[src/rtl/seg7_scan_ctrl.sv]
// Scan controller for a 4-digit common-anode 7-segment display with blanking and frame-synchronous double buffering.
// Define SEG7_LZ_BLANK_EN to suppress leading zeros on digits 3..1.
module seg7_scan_ctrl #(
    parameter int CLK_HZ    = 100_000_000,
    parameter int DIGIT_HZ  = 1_000,
    parameter int BLANK_CYC = 1_000
) (
    input  logic        clk_i,
    input  logic        reset_i,
    input  logic [15:0] value_i,
    input  logic [3:0]  digit_en_i,
    input  logic        load_i,
    output logic        upd_ack_o,
    output logic        frame_o,
    output logic [3:0]  an_o,
    output logic [6:0]  seg_o
);

    localparam int PERIOD = CLK_HZ / DIGIT_HZ;
    localparam int CTR_W  = (PERIOD > 2) ? $clog2(PERIOD) : 1;
    localparam logic [CTR_W-1:0] CTR_LAST  = CTR_W'(PERIOD - 1);
    localparam logic [CTR_W-1:0] CTR_BLANK = CTR_W'(BLANK_CYC);

    generate
        if (BLANK_CYC >= PERIOD || BLANK_CYC == 0) begin : g_bad_cfg
            $fatal(1, "seg7_scan_ctrl: BLANK_CYC must satisfy 1 <= BLANK_CYC < CLK_HZ/DIGIT_HZ");
        end
    endgenerate

    typedef enum logic {
        ST_BLANK,
        ST_DRIVE
    } state_e;

    function automatic logic [6:0] hex_decode(input logic [3:0] nib);
        logic [6:0] seg;
        case (nib)
            4'h0:    seg = 7'h40;
            4'h1:    seg = 7'h79;
            4'h2:    seg = 7'h24;
            4'h3:    seg = 7'h30;
            4'h4:    seg = 7'h19;
            4'h5:    seg = 7'h12;
            4'h6:    seg = 7'h02;
            4'h7:    seg = 7'h78;
            4'h8:    seg = 7'h00;
            4'h9:    seg = 7'h10;
            4'hA:    seg = 7'h08;
            4'hB:    seg = 7'h03;
            4'hC:    seg = 7'h46;
            4'hD:    seg = 7'h21;
            4'hE:    seg = 7'h06;
            default: seg = 7'h0E;
        endcase
        return seg;
    endfunction

`ifdef SEG7_LZ_BLANK_EN
    // A digit stays lit once any nibble at or above it is non-zero; digit 0 always stays lit.
    function automatic logic [3:0] lz_keep(input logic [15:0] v);
        logic [3:0] keep;
        keep[3] = |v[15:12];
        keep[2] = keep[3] | (|v[11:8]);
        keep[1] = keep[2] | (|v[7:4]);
        keep[0] = 1'b1;
        return keep;
    endfunction
`endif

    state_e           state_q, state_d;
    logic [CTR_W-1:0] ctr_q, ctr_d;
    logic [1:0]       idx_q, idx_d;
    logic             boot_q;
    logic             pending_q, pending_d;
    logic [15:0]      shadow_val_q, shadow_val_d;
    logic [3:0]       shadow_mask_q, shadow_mask_d;
    logic [15:0]      act_val_q, act_val_d;
    logic [3:0]       act_mask_q, act_mask_d;
    logic             ctr_wrap;
    logic             frame_edge;
    logic             ack_d;
    logic [3:0]       lit_mask;
    logic [3:0]       an_d;
    logic [6:0]       seg_d;

    // NOTE: every variable gets a default at the top of always_comb so no path leaves it unassigned and infers a latch.
    always_comb begin
        ctr_wrap      = (ctr_q == CTR_LAST);
        ctr_d         = ctr_wrap ? '0 : ctr_q + 1'b1;
        idx_d         = ctr_wrap ? idx_q + 2'd1 : idx_q;
        frame_edge    = boot_q || (ctr_wrap && idx_q == 2'd3);
        state_d       = state_q;
        pending_d     = pending_q;
        shadow_val_d  = shadow_val_q;
        shadow_mask_d = shadow_mask_q;
        act_val_d     = act_val_q;
        act_mask_d    = act_mask_q;
        ack_d         = 1'b0;
        an_d          = 4'hF;
        seg_d         = 7'h7F;

        case (state_q)
            ST_BLANK: if (ctr_d == CTR_BLANK) state_d = ST_DRIVE;
            ST_DRIVE: if (ctr_wrap)           state_d = ST_BLANK;
            default:                          state_d = ST_BLANK;
        endcase

        // A load on the boundary cycle bypasses the shadow so it is never lost or delayed a frame.
        if (frame_edge) begin
            if (load_i) begin
                act_val_d  = value_i;
                act_mask_d = digit_en_i;
                pending_d  = 1'b0;
                ack_d      = 1'b1;
            end else if (pending_q) begin
                act_val_d  = shadow_val_q;
                act_mask_d = shadow_mask_q;
                pending_d  = 1'b0;
                ack_d      = 1'b1;
            end
        end else if (load_i) begin
            shadow_val_d  = value_i;
            shadow_mask_d = digit_en_i;
            pending_d     = 1'b1;
        end

`ifdef SEG7_LZ_BLANK_EN
        lit_mask = act_mask_d & lz_keep(act_val_d);
`else
        lit_mask = act_mask_d;
`endif

        if (state_d == ST_DRIVE) begin
            seg_d        = hex_decode(act_val_d[{idx_d, 2'b00} +: 4]);
            an_d[idx_d]  = ~lit_mask[idx_d];
        end
    end

    // NOTE: sequential state uses non-blocking assignments so every register samples pre-edge values.
    always_ff @(posedge clk_i) begin
        if (reset_i) begin
            state_q    <= ST_BLANK;
            ctr_q      <= '0;
            idx_q      <= 2'd0;
            boot_q     <= 1'b1;
            pending_q  <= 1'b0;
            act_val_q  <= 16'h0;
            act_mask_q <= 4'h0;
            an_o       <= 4'hF;
            seg_o      <= 7'h7F;
            upd_ack_o  <= 1'b0;
            frame_o    <= 1'b0;
        end else begin
            state_q    <= state_d;
            ctr_q      <= ctr_d;
            idx_q      <= idx_d;
            boot_q     <= 1'b0;
            pending_q  <= pending_d;
            act_val_q  <= act_val_d;
            act_mask_q <= act_mask_d;
            an_o       <= an_d;
            seg_o      <= seg_d;
            upd_ack_o  <= ack_d;
            frame_o    <= frame_edge;
        end
    end

    // NOTE: the shadow data registers carry no reset; pending_q alone decides whether they are ever used.
    always_ff @(posedge clk_i) begin
        shadow_val_q  <= shadow_val_d;
        shadow_mask_q <= shadow_mask_d;
    end

endmodule
[config.mk]
export PLATFORM = sky130hd
export DESIGN_NAME = seg7_scan_ctrl
export DESIGN_NICKNAME = d
export VERILOG_FILES = /design/src/rtl/seg7_scan_ctrl.sv
export SDC_FILE = /design/constraint.sdc
export NUM_CORES = 1
export LEC_CHECK = 0
export BUFFER_PORTS_ARGS = -buffer_cell sky130_fd_sc_hd__buf_4
export CAP_MARGIN = 20
export CORE_UTILIZATION = 30
export CTS_CLUSTER_SIZE = 40
export DETAILED_ROUTE_END_ITERATION = 8
export PLACE_DENSITY = 0.5
export REMOVE_ABC_BUFFERS = 1
export SLEW_MARGIN = 15
export SYNTH_ARGS = -nofsm -noshare
export SYNTH_HDL_FRONTEND = slang
export SYNTH_SLANG_ARGS = --single-unit
[constraint.sdc]
create_clock -name clk_i -period 3.44 [get_ports clk_i]
set_input_delay 0.172 -clock clk_i [delete_from_list [all_inputs] [get_ports clk_i]]
set_output_delay 0.172 -clock clk_i [all_outputs]
set_load 0.02 [all_outputs]
==> impl_results.md, run 1 <==
* EDFF count, synth at 20
* Synth Instances at 405
* WL per Instance at 16.43 um
* # Post-CTS Setup Buffers at 0
* Final Util at 36.85%
* Area Overhead vs Synth at 18.65%
* DRC Markers at 0
* Commonest non-fill, non-tap cell in the layout: dfxtp_1
* Die area at 13630 sq um
* Syn_area_per_cell at 9.756 sq um
* Crit path kind: reg -> reg
* Critical Path AT at 3.36 ns
* Vias per Instance at 5.201
* Largest net degree at the start of global routing at 32
* Setup TNS at 0 ns
* Critical-path top delay cell: dfxtp_1
* Clock root cell: clkbuf_16
* Routed metal-1 wirelength at 4773 um
* Post-synth top flop: dfxtp_1
* DIE WIDTH at 116.8 um
* DR pass1 iterations at 4
* Max Used Layer: met4
* Yosys warnings at 0
* Core Region at 12720 sq um
* Deepest clock path buffer count at 2
* Fin crit share at 92.05%
* Worst EP required at 3.63 ns
* Total CTS buffers at 9
* Clk Latency, worst-skew pair at 0.33 ns
* FMAX at 315.8 MHz
* Synth cell types at 68
* Initial Util at 31.06%
* Cell family with most CP delay: compound AO/OA/AOI/OAI gates
* Clock Skew at 0.01044 ns
* Tmin final at 3.167 ns
* Pleak at 1.801 nW
* Place WS at 0.1546 ns
* Setup crit end kind: flop
* Antenna violations before repair at 0
* Max Fanout on Critical Path at 11
* Post-synthesis sequential area ratio at 43.07%
* Post-layout net count at 467
* Pin slew with the least headroom to its limit at 0.7461 ns
* Status: completed
* Pwr dens at 450.2 nW/um^2
* # IOs at 36
* Antenna Cells at 0
* Post-Route WL at 10070 um
* Critical path startpoint category: flop
* Worst Path Buf+Inv at 2
* Seq cells post-synth at 75
* Post-CTS Resized at 0
* Slew Viols, Final at 0
* Final setup viols at 0
* Fraction of registers with async set/reset at 0%
* CP cell instances: ha_1 > nand2_1 > o21ai_2 > buf_4 > a221oi_1 > o22ai_1 > nor2_1 > buf_4 > ha_1 > and2_1 > o21ai_0 > o2111ai_1
* Die Span Y at 116.8 um
* Global-route wire length before repair at 16560 um
* CTS tree: yes
* Fillers at 1343
* Final hold violation count at 0
* DRT iter0 DRCs at 232
* CTS Hold Buffers Added at 0
* GRT Total Usage at 15.83%
* Peak VDD IR at 236.5 uV
* Number of global-route vias before repair at 3224
* Multi-input logic area at 2034 sq um
* Fraction of layout cells with a size suffix above 1 at 19.95%
* H-tree levels at 3
* Site Rows at 41
* Post-DP HPWL at 6971 um
* Met3 wire len at 376 um
* MaxCap Viol Count at 0
* CP max stage delay at 0.48 ns
* DR vias at 3188
* Final worst-path setup slack at 0.2734 ns
* Gr ovfl total at 0
* Rel. slew slack at 50.19%
* Path type of the worst min-delay path: in -> reg
* Clock Sink Count at 75
* RePlAce Congestion at 0.7876
* Most frequent cells in the layout: dfxtp_1 (55), nor2_1 (54), buf_4 (51)
* Port bufs at 35
* Synth Cell Area at 3951 sq um
* Reg area at 1702 sq um
* Wire length on met2 at 4833 um
* Routed Antenna Nets at 0
* Worst-path clk slew at 0.06 ns
worst register-to-register path: stages, from the launching register on:
cell	delay (ns)
dfxtp_1	0.48
ha_1	0.45
nand2_1	0.19
o21ai_2	0.28
buf_4	0.27
a221oi_1	0.16
o22ai_1	0.25
nor2_1	0.11
buf_4	0.17
ha_1	0.23
and2_1	0.15
o21ai_0	0.17
o2111ai_1	0.13
where the power goes:
part / internal [mW] / total, mW / switching (mW)
registers: 0.939 / 0.962 / 0.0227
clock network: 0.579 / 0.932 / 0.353
logic: 0.0931 / 0.217 / 0.124
total: 1.61 / 2.11 / 0.499
path summary, 6_finish.rpt:
kind | from | end | slack, ns | cells after the start
max | idx_q[0]$_SDFF_PP0_ | seg_o[0]$_SDFF_PP1_ | 0.27 | 12
min | value_i[13] | shadow_val_q[13]$_DFFE_PP_ | 0.02 | 1
max reg2reg | idx_q[0]$_SDFF_PP0_ | seg_o[0]$_SDFF_PP1_ | 0.27 | 12
min reg2reg | ctr_q[0]$_SDFF_PP0_ | ctr_q[0]$_SDFF_PP0_ | 0.48 | 1
registers in the layout, summed over array words and instances, names as in the netlist:
signal	cells
act_mask_q	4
state_q	1
shadow_mask_q	4
act_val_q	16
upd_ack_o	1
idx_q	2
frame_o	1
an_o	4
ctr_q	17
pending_q	1
seg_o	7
shadow_val_q	16
boot_q	1
cell families after synthesis:
kind of cell               synth area share [%]
AOI/OAI and AO/OA                         20.46
xor gates and xnor gates                  4.433
DFF                                       43.07
and+or+nand+nor                           21.72
buffers and inverters                     5.826
muxes                                     1.963
adders and majority gates                 2.533
layout make-up:
| class | instances | area share, % |
|---|---|---|
| timing repair buffer | 53 | 8.754 |
| sequential | 75 | 36.30 |
| multi-input combinational | 287 | 43.39 |
| clock buffer | 13 | 5.338 |
| tap | 172 | 4.590 |
| clock inverter | 3 | 0.8273 |
| inverter | 10 | 0.8006 |
stage by stage:
| stage | power, mW | area [sq um] | std cells | hold WS (ns) |
|---|---|---|---|---|
| after floorplan | 1.106 | 3759 | 372 | 0.1997 |
| after global placement | 1.195 | 4377 | 596 | 0.3625 |
| after detailed placement | 1.196 | 4377 | 596 | 0.3615 |
| after CTS | 2.141 | 4666 | 612 | 0.01517 |
| after global routing | 2.199 | 4688 | 613 | 0.01492 |
| final | 2.110 | 4688 | 613 | 0.02448 |
layer usage:
metal,track usage (%),up-vias
li1,-,1586
met1,20.01,1535
met2,26.75,60
met3,3.581,7
met4,4.979,0
met5,0,-
synth_stat cells, types with 6 or more instances:
master / n / area share [%]
nor3_1: 9 / 1.1
a221oi_1: 10 / 2.2
nand3_1: 10 / 1.3
nand2b_1: 9 / 1.4
o22ai_1: 10 / 1.6
dfxtp_1: 55 / 28
xor2_1: 7 / 1.6
a41o_1: 19 / 4.8
clkbuf_1: 16 / 1.5
ha_1: 8 / 2.5
buf_2: 6 / 0.76
nand2_1: 17 / 1.6
nor4_1: 7 / 1.1
nor3b_1: 10 / 1.9
nor2_1: 54 / 5.1
nor2b_1: 7 / 1.1
edfxtp_1: 20 / 15
nand4_1: 10 / 1.6
inv_1: 9 / 0.85
o21ai_0: 9 / 1.1
xnor2_1: 13 / 2.9
No activity file was read; power rests on OpenSTA's default activity.
==> run 2, diff against run 1 <==
--- a/config.mk
+++ b/config.mk
@@ -10,7 +10,7 @@
 export CORE_UTILIZATION = 30
 export CTS_CLUSTER_SIZE = 40
 export DETAILED_ROUTE_END_ITERATION = 8
-export PLACE_DENSITY = 0.5
+export PLACE_DENSITY = 0.52
 export REMOVE_ABC_BUFFERS = 1
 export SLEW_MARGIN = 15
 export SYNTH_ARGS = -nofsm -noshare
==> constraint.sdc (replaced) <==
create_clock -name clk_i -period 2.58 [get_ports clk_i]
set_input_delay 0.129 -clock clk_i [delete_from_list [all_inputs] [get_ports clk_i]]
set_output_delay 0.129 -clock clk_i [all_outputs]
set_load 0.02 [all_outputs]
==> run 2 against run 1 <==
The run now ends with setup timing left. Global-route usage grew 2.3 points. Cell count grew 17%. Clock power grew 31%. Non-clock buffer count grew 106. Critical path depth grew 2. Critical endpoint is now seg_o[5]$_SDFF_PP1_. Largest power group unchanged.
==> impl_results.md, run 2 (same netlist as run 1, synthesis figures left out) <==
* DRT iter0 DRCs at 226
* Routed Antenna Nets at 0
* Post-DP HPWL at 7411 um
* Worst-path clk slew at 0.06 ns
* Core Region at 12720 sq um
* Clk Latency, worst-skew pair at 0.35 ns
* FMAX at 367.8 MHz
* Int Power at 2.204 mW
* Pleak at 2.405 nW
* Area Overhead vs Synth at 50.47%
* Setup crit end kind: flop
* Fraction of layout cells with a size suffix above 1 at 40.22%
* Setup TNS at -0.5982 ns
* Pin slew with the least headroom to its limit at 0.4913 ns
* Design Power at 2.982 mW
* H-tree levels at 3
* Largest net degree at the start of global routing at 32
* Slew Viols, Final at 0
* Vias per Instance at 5.121
* Largest registers: ctr_q: 17 flops, act_val_q: 16 flops, shadow_val_q: 16 flops
* Global-route wire length before repair at 18770 um
* Port bufs at 35
* Status: complete, but fails checks
* Finished Layout Cells at 719
* Post-layout net count at 573
* Antenna violations before repair at 0
* Crit path kind: reg -> reg
* Most flops, register: ctr_q
* Reg area at 1709 sq um
* FF-to-FF path depth at 14
* GRT Total Usage at 18.09%
* CP cell instances: ha_4 > and4_4 > and4_4 > buf_12 > buf_8 > a41o_1 > a221oi_2 > o22ai_1 > nor2_2 > inv_1 > ha_2 > nor2b_4 > o21ai_2 > o211ai_1
* Failing checks: setup timing
* Die Span Y at 116.8 um
* Clock power frac at 41.1%
* Commonest non-fill, non-tap cell in the layout: buf_4
* Gr ovfl total at 0
* Pwr dens at 501.6 nW/um^2
* DR pass1 iterations at 5
* Peak VDD IR at 326.0 uV
* CP most frequent cell: and4_4
* Deepest clock path buffer count at 2
* Initial Util at 31.06%
* Clock Skew at 0.007054 ns
* DRC Markers at 0
* Die area at 13630 sq um
* Antenna Cells at 0
* Final setup viols at 7
* Multi-input logic area at 2341 sq um
* RePlAce Congestion at 0.7985
* Sw Ratio at 26.10%
* Place WS at -0.3048 ns
* DR vias at 3682
* Critical path startpoint category: flop
* Worst EP required at 2.80 ns
* MaxCap Viol Count at 0
* Number of global-route vias before repair at 3769
* DIE WIDTH at 116.8 um
* Tmin final at 2.719 ns
* Final worst-path setup slack at -0.1385 ns
* Fin crit share at 105.4%
* CP max stage delay at 0.33 ns
* Sequential Power Share at 42.9%
* Critical-path top delay cell: dfxtp_2
* Final hold violation count at 0
* Total CTS buffers at 9
* Critical Path AT at 2.94 ns
* Post-Route WL at 11520 um
* Fillers at 1215
* Max FFs per register at 17
* RSZ-0062 raised after global routing: true
* Site Rows at 41
* Cell total after placement at 661
* Most frequent cells in the layout: buf_4 (124), nor2_1 (53), dfxtp_1 (49)
* Max Fanout on Critical Path at 8
* Worst hold path depth at 1
* # IOs at 36
* Rel. slew slack at 67.17%
* Clock Sink Count at 75
* WL per Instance at 16.03 um
* Clock root cell: clkbuf_16
* Final Hold Slack at 0.1204 ns
* CTS tree: yes
* Path type of the worst min-delay path: in -> reg
* Combinational fraction of design power at 16.0%
* P_sw at 0.7785 mW
-- run 2: cell type report --
class	instances	area share, %
multi-input cells	287	39.37
flip-flops and latches	75	28.75
repair buffers	159	22.77
clock buffers	11	4.251
well taps	172	3.620
inverters	10	0.6313
clock inverters	5	0.6103
-- run 2: through the flow --
step | utilization, % | cell area (sq um)
6_report | 46.73 | 5946
2_1_floorplan | - | 3759
3_3_place_gp | 38.34 | 4877
3_5_place_dp | 38.34 | 4877
5_1_grt | 46.73 | 5946
4_1_cts | 45.72 | 5817
-- run 2: what timing repair did --
action	4_1_cts	5_1_grt
hold buffers	20	0
buffers inserted	17	4
setup endpoints to repair	7	7
resized for setup	60	23
endpoints found under the hold margin	20	0
cloned	1	0
pin swaps	24	13
-- run 2: worst paths after layout --
check                           from                       to  slack (ns)
max reg2reg      ctr_q[0]$_SDFF_PP0_      seg_o[5]$_SDFF_PP1_       -0.14
min reg2reg  act_val_q[1]$_SDFF_PP0_  act_val_q[1]$_SDFF_PP0_        0.52
min                          reset_i           boot_q$_DFF_P_        0.12
max              ctr_q[0]$_SDFF_PP0_      seg_o[5]$_SDFF_PP1_       -0.14
-- run 2: per-layer routing --
metal  GRT usage [%]  vias up  wire, um
met5               0        -         0
met4           5.992        0       136
met3           4.359       14       394
met2           31.12       81      5700
met1           22.14     1787      5290
li1                -     1800         -
-- run 2: worst max-delay path, delay by kind of cell, from the launching register on --
| family | cells | cell delay (ns) |
|---|---|---|
| flops | 1 | 0.33 |
| fa+ha+maj | 2 | 0.36 |
| buf+inv | 3 | 0.37 |
| simple gates | 4 | 0.67 |
| compound gates | 5 | 0.85 |
-- run 2: power groups by stage --
stage	clock, mW	combinational [mW]	sequential (mW)
floorplan	0	0.170	1.30
global placement	0	0.346	1.30
detailed placement	0	0.350	1.30
CTS	1.27	0.443	1.28
global route	1.30	0.516	1.28
finish	1.22	0.477	1.28
==> run 3, diff against run 2 <==
--- a/config.mk
+++ b/config.mk
@@ -5,8 +5,9 @@
 export SDC_FILE = /design/constraint.sdc
 export NUM_CORES = 1
 export LEC_CHECK = 0
+export ABC_CLOCK_PERIOD_IN_PS = 2580
 export BUFFER_PORTS_ARGS = -buffer_cell sky130_fd_sc_hd__buf_4
-export CAP_MARGIN = 20
+export CAP_MARGIN = 0
 export CORE_UTILIZATION = 30
 export CTS_CLUSTER_SIZE = 40
 export DETAILED_ROUTE_END_ITERATION = 8
@@ -16,3 +17,4 @@
 export SYNTH_ARGS = -nofsm -noshare
 export SYNTH_HDL_FRONTEND = slang
 export SYNTH_SLANG_ARGS = --single-unit
+export TNS_END_PERCENT = 30
==> run 3 against run 2 <==
The run still ends with setup timing left. Non-clock buffer count did not move. Routed wire length fell by 0.22%. Via count barely moved. Sequential share of layout area barely moved. Power barely moved.
==> impl_results.md, run 3 (same netlist as run 1, synthesis figures left out) <==
* Commonest non-fill, non-tap cell in the layout: buf_4
* Status: complete, but fails checks
* CP cell instances: ha_4 > and4_4 > and4_4 > buf_12 > buf_8 > a41o_1 > a221oi_2 > o22ai_1 > nor2_2 > inv_1 > ha_2 > nor2b_4 > o21ai_2 > o211ai_1
* Largest registers: ctr_q: 17 flops, act_val_q: 16 flops, shadow_val_q: 16 flops
* GRT Total Usage at 18.09%
* Critical-path top delay cell: dfxtp_2
* Fin crit share at 105.1%
* Initial Util at 31.06%
* Critical path startpoint category: flop
* # IOs at 36
* Site Rows at 41
* DR pass1 iterations at 6
* FMAX at 368.7 MHz
* Core Region at 12720 sq um
* Vias per Instance at 5.120
* Routed Antenna Nets at 0
* Final worst-path setup slack at -0.1322 ns
* Clock root cell: clkbuf_16
* DIE WIDTH at 116.8 um
* Placed Area at 4877 sq um
* Fin area at 5942 sq um
* Pwr dens at 501.7 nW/um^2
* Post-layout net count at 573
* Worst EP required at 2.80 ns
* Setup crit end kind: flop
* Largest net degree at the start of global routing at 32
* Post-Route WL at 11500 um
* Most frequent cells in the layout: buf_4 (124), nor2_1 (53), dfxtp_1 (49)
* Total CTS buffers at 9
* Antenna violations before repair at 0
* Max Fanout on Critical Path at 8
* Final setup viols at 7
* Number of global-route vias before repair at 3769
* Clock Sink Count at 75
* Die Span Y at 116.8 um
* Die area at 13630 sq um
* CP most frequent cell: and4_4
* Deepest clock path buffer count at 2
* Final Util at 46.71%
* Rel. slew slack at 67.20%
* Most flops, register: ctr_q
* CP max stage delay at 0.33 ns
* RSZ-0062 raised after global routing: true
* CTS tree: yes
* DR vias at 3681
* MaxCap Viol Count at 0
* Global-route wire length before repair at 18770 um
* Port bufs at 35
* Gr ovfl total at 0
* Max FFs per register at 17
* Peak VDD IR at 311.5 uV
* Slew Viols, Final at 0
* Final hold violation count at 0
* Clk Latency, worst-skew pair at 0.35 ns
* Pin slew with the least headroom to its limit at 0.4908 ns
* Antenna Cells at 0
* RePlAce Congestion at 0.7985
* Worst-path clk slew at 0.06 ns
* DRC Markers at 0
* Setup TNS at -0.6069 ns
* Path type of the worst min-delay path: in -> reg
* Clock Skew at 0.007784 ns
* Post-DP HPWL at 7411 um
* H-tree levels at 3
* Crit path kind: reg -> reg
* DRT iter0 DRCs at 220
* Tmin final at 2.712 ns
* Fraction of layout cells with a size suffix above 1 at 40.22%
* WL per Instance at 15.99 um
* Failing checks: setup timing
* Area Overhead vs Synth at 50.38%
* Critical Path AT at 2.93 ns
* Pleak at 2.401 nW
* Fillers at 1217
-- run 3: cell counts in the layout (fill, tap and decap cells not counted) --
No cell type changed its count.
-- run 3: area by class of cell --
cell class                      count  area (sq um)  area share [%]
Clock buffer                       11         252.7           4.254
Tap cell                          172         215.2           3.622
Timing Repair Buffer              159          1354           22.78
Sequential cell                    75          1709           28.76
Inverter                           10         37.54          0.6317
Clock inverter                      5         36.28          0.6107
Multi-Input combinational cell    287          2337           39.33
-- run 3: stage by stage --
stage	setup slack, ns	hold WS, ns	power, mW	std cells
after floorplan	-0.8646	0.1567	1.474	372
after global placement	-0.2524	0.3191	1.645	661
after detailed placement	-0.3048	0.3209	1.650	661
after CTS	-0.1543	0.1080	2.992	715
after global routing	-0.2727	0.1198	3.100	719
final	-0.1322	0.1193	2.981	719
-- run 3: report_power, final --
part           internal [mW]  leakage, nW  switching [mW]
sequential              1.25        0.639          0.0277
combinational          0.245         1.63           0.231
clock                  0.705        0.134           0.520
total                   2.20         2.40           0.778
-- run 3: per-layer routing --
layer  vias up  GRT usage, %  wire length [um]
met4         0         5.992               146
met3        16         4.359               380
met1      1788         22.14              5244
met2        76         31.12              5724
li1       1801             -                 -
met5         -             0                 0
-- run 3: worst max-delay path, delay by kind of cell (launching register included) --
kind	cells	cell delay, ns
AOI/OAI and AO/OA	5	0.83
adders and majority gates	2	0.36
and+or+nand+nor	4	0.68
buffers and inverters	3	0.37
DFF	1	0.33
-- run 3: worst paths after layout --
check | slack [ns] | cells past startpoint | from | endpoint
setup / recovery | -0.13 | 14 | ctr_q[0]$_SDFF_PP0_ | seg_o[5]$_SDFF_PP1_
hold reg to reg | 0.52 | 2 | act_val_q[1]$_SDFF_PP0_ | act_val_q[1]$_SDFF_PP0_
hold / removal | 0.12 | 1 | reset_i | boot_q$_DFF_P_
setup reg to reg | -0.13 | 14 | ctr_q[0]$_SDFF_PP0_ | seg_o[5]$_SDFF_PP1_
-- run 3: repair_timing --
| item | in CTS | in global routing |
|---|---|---|
| hold endpoints to repair | 20 | 0 |
| hold buffers | 20 | 0 |
| cloned | 1 | 0 |
| pin swaps | 24 | 13 |
| buffers inserted | 17 | 4 |
| setup endpoints to repair | 7 | 7 |
| resized for setup | 60 | 22 |
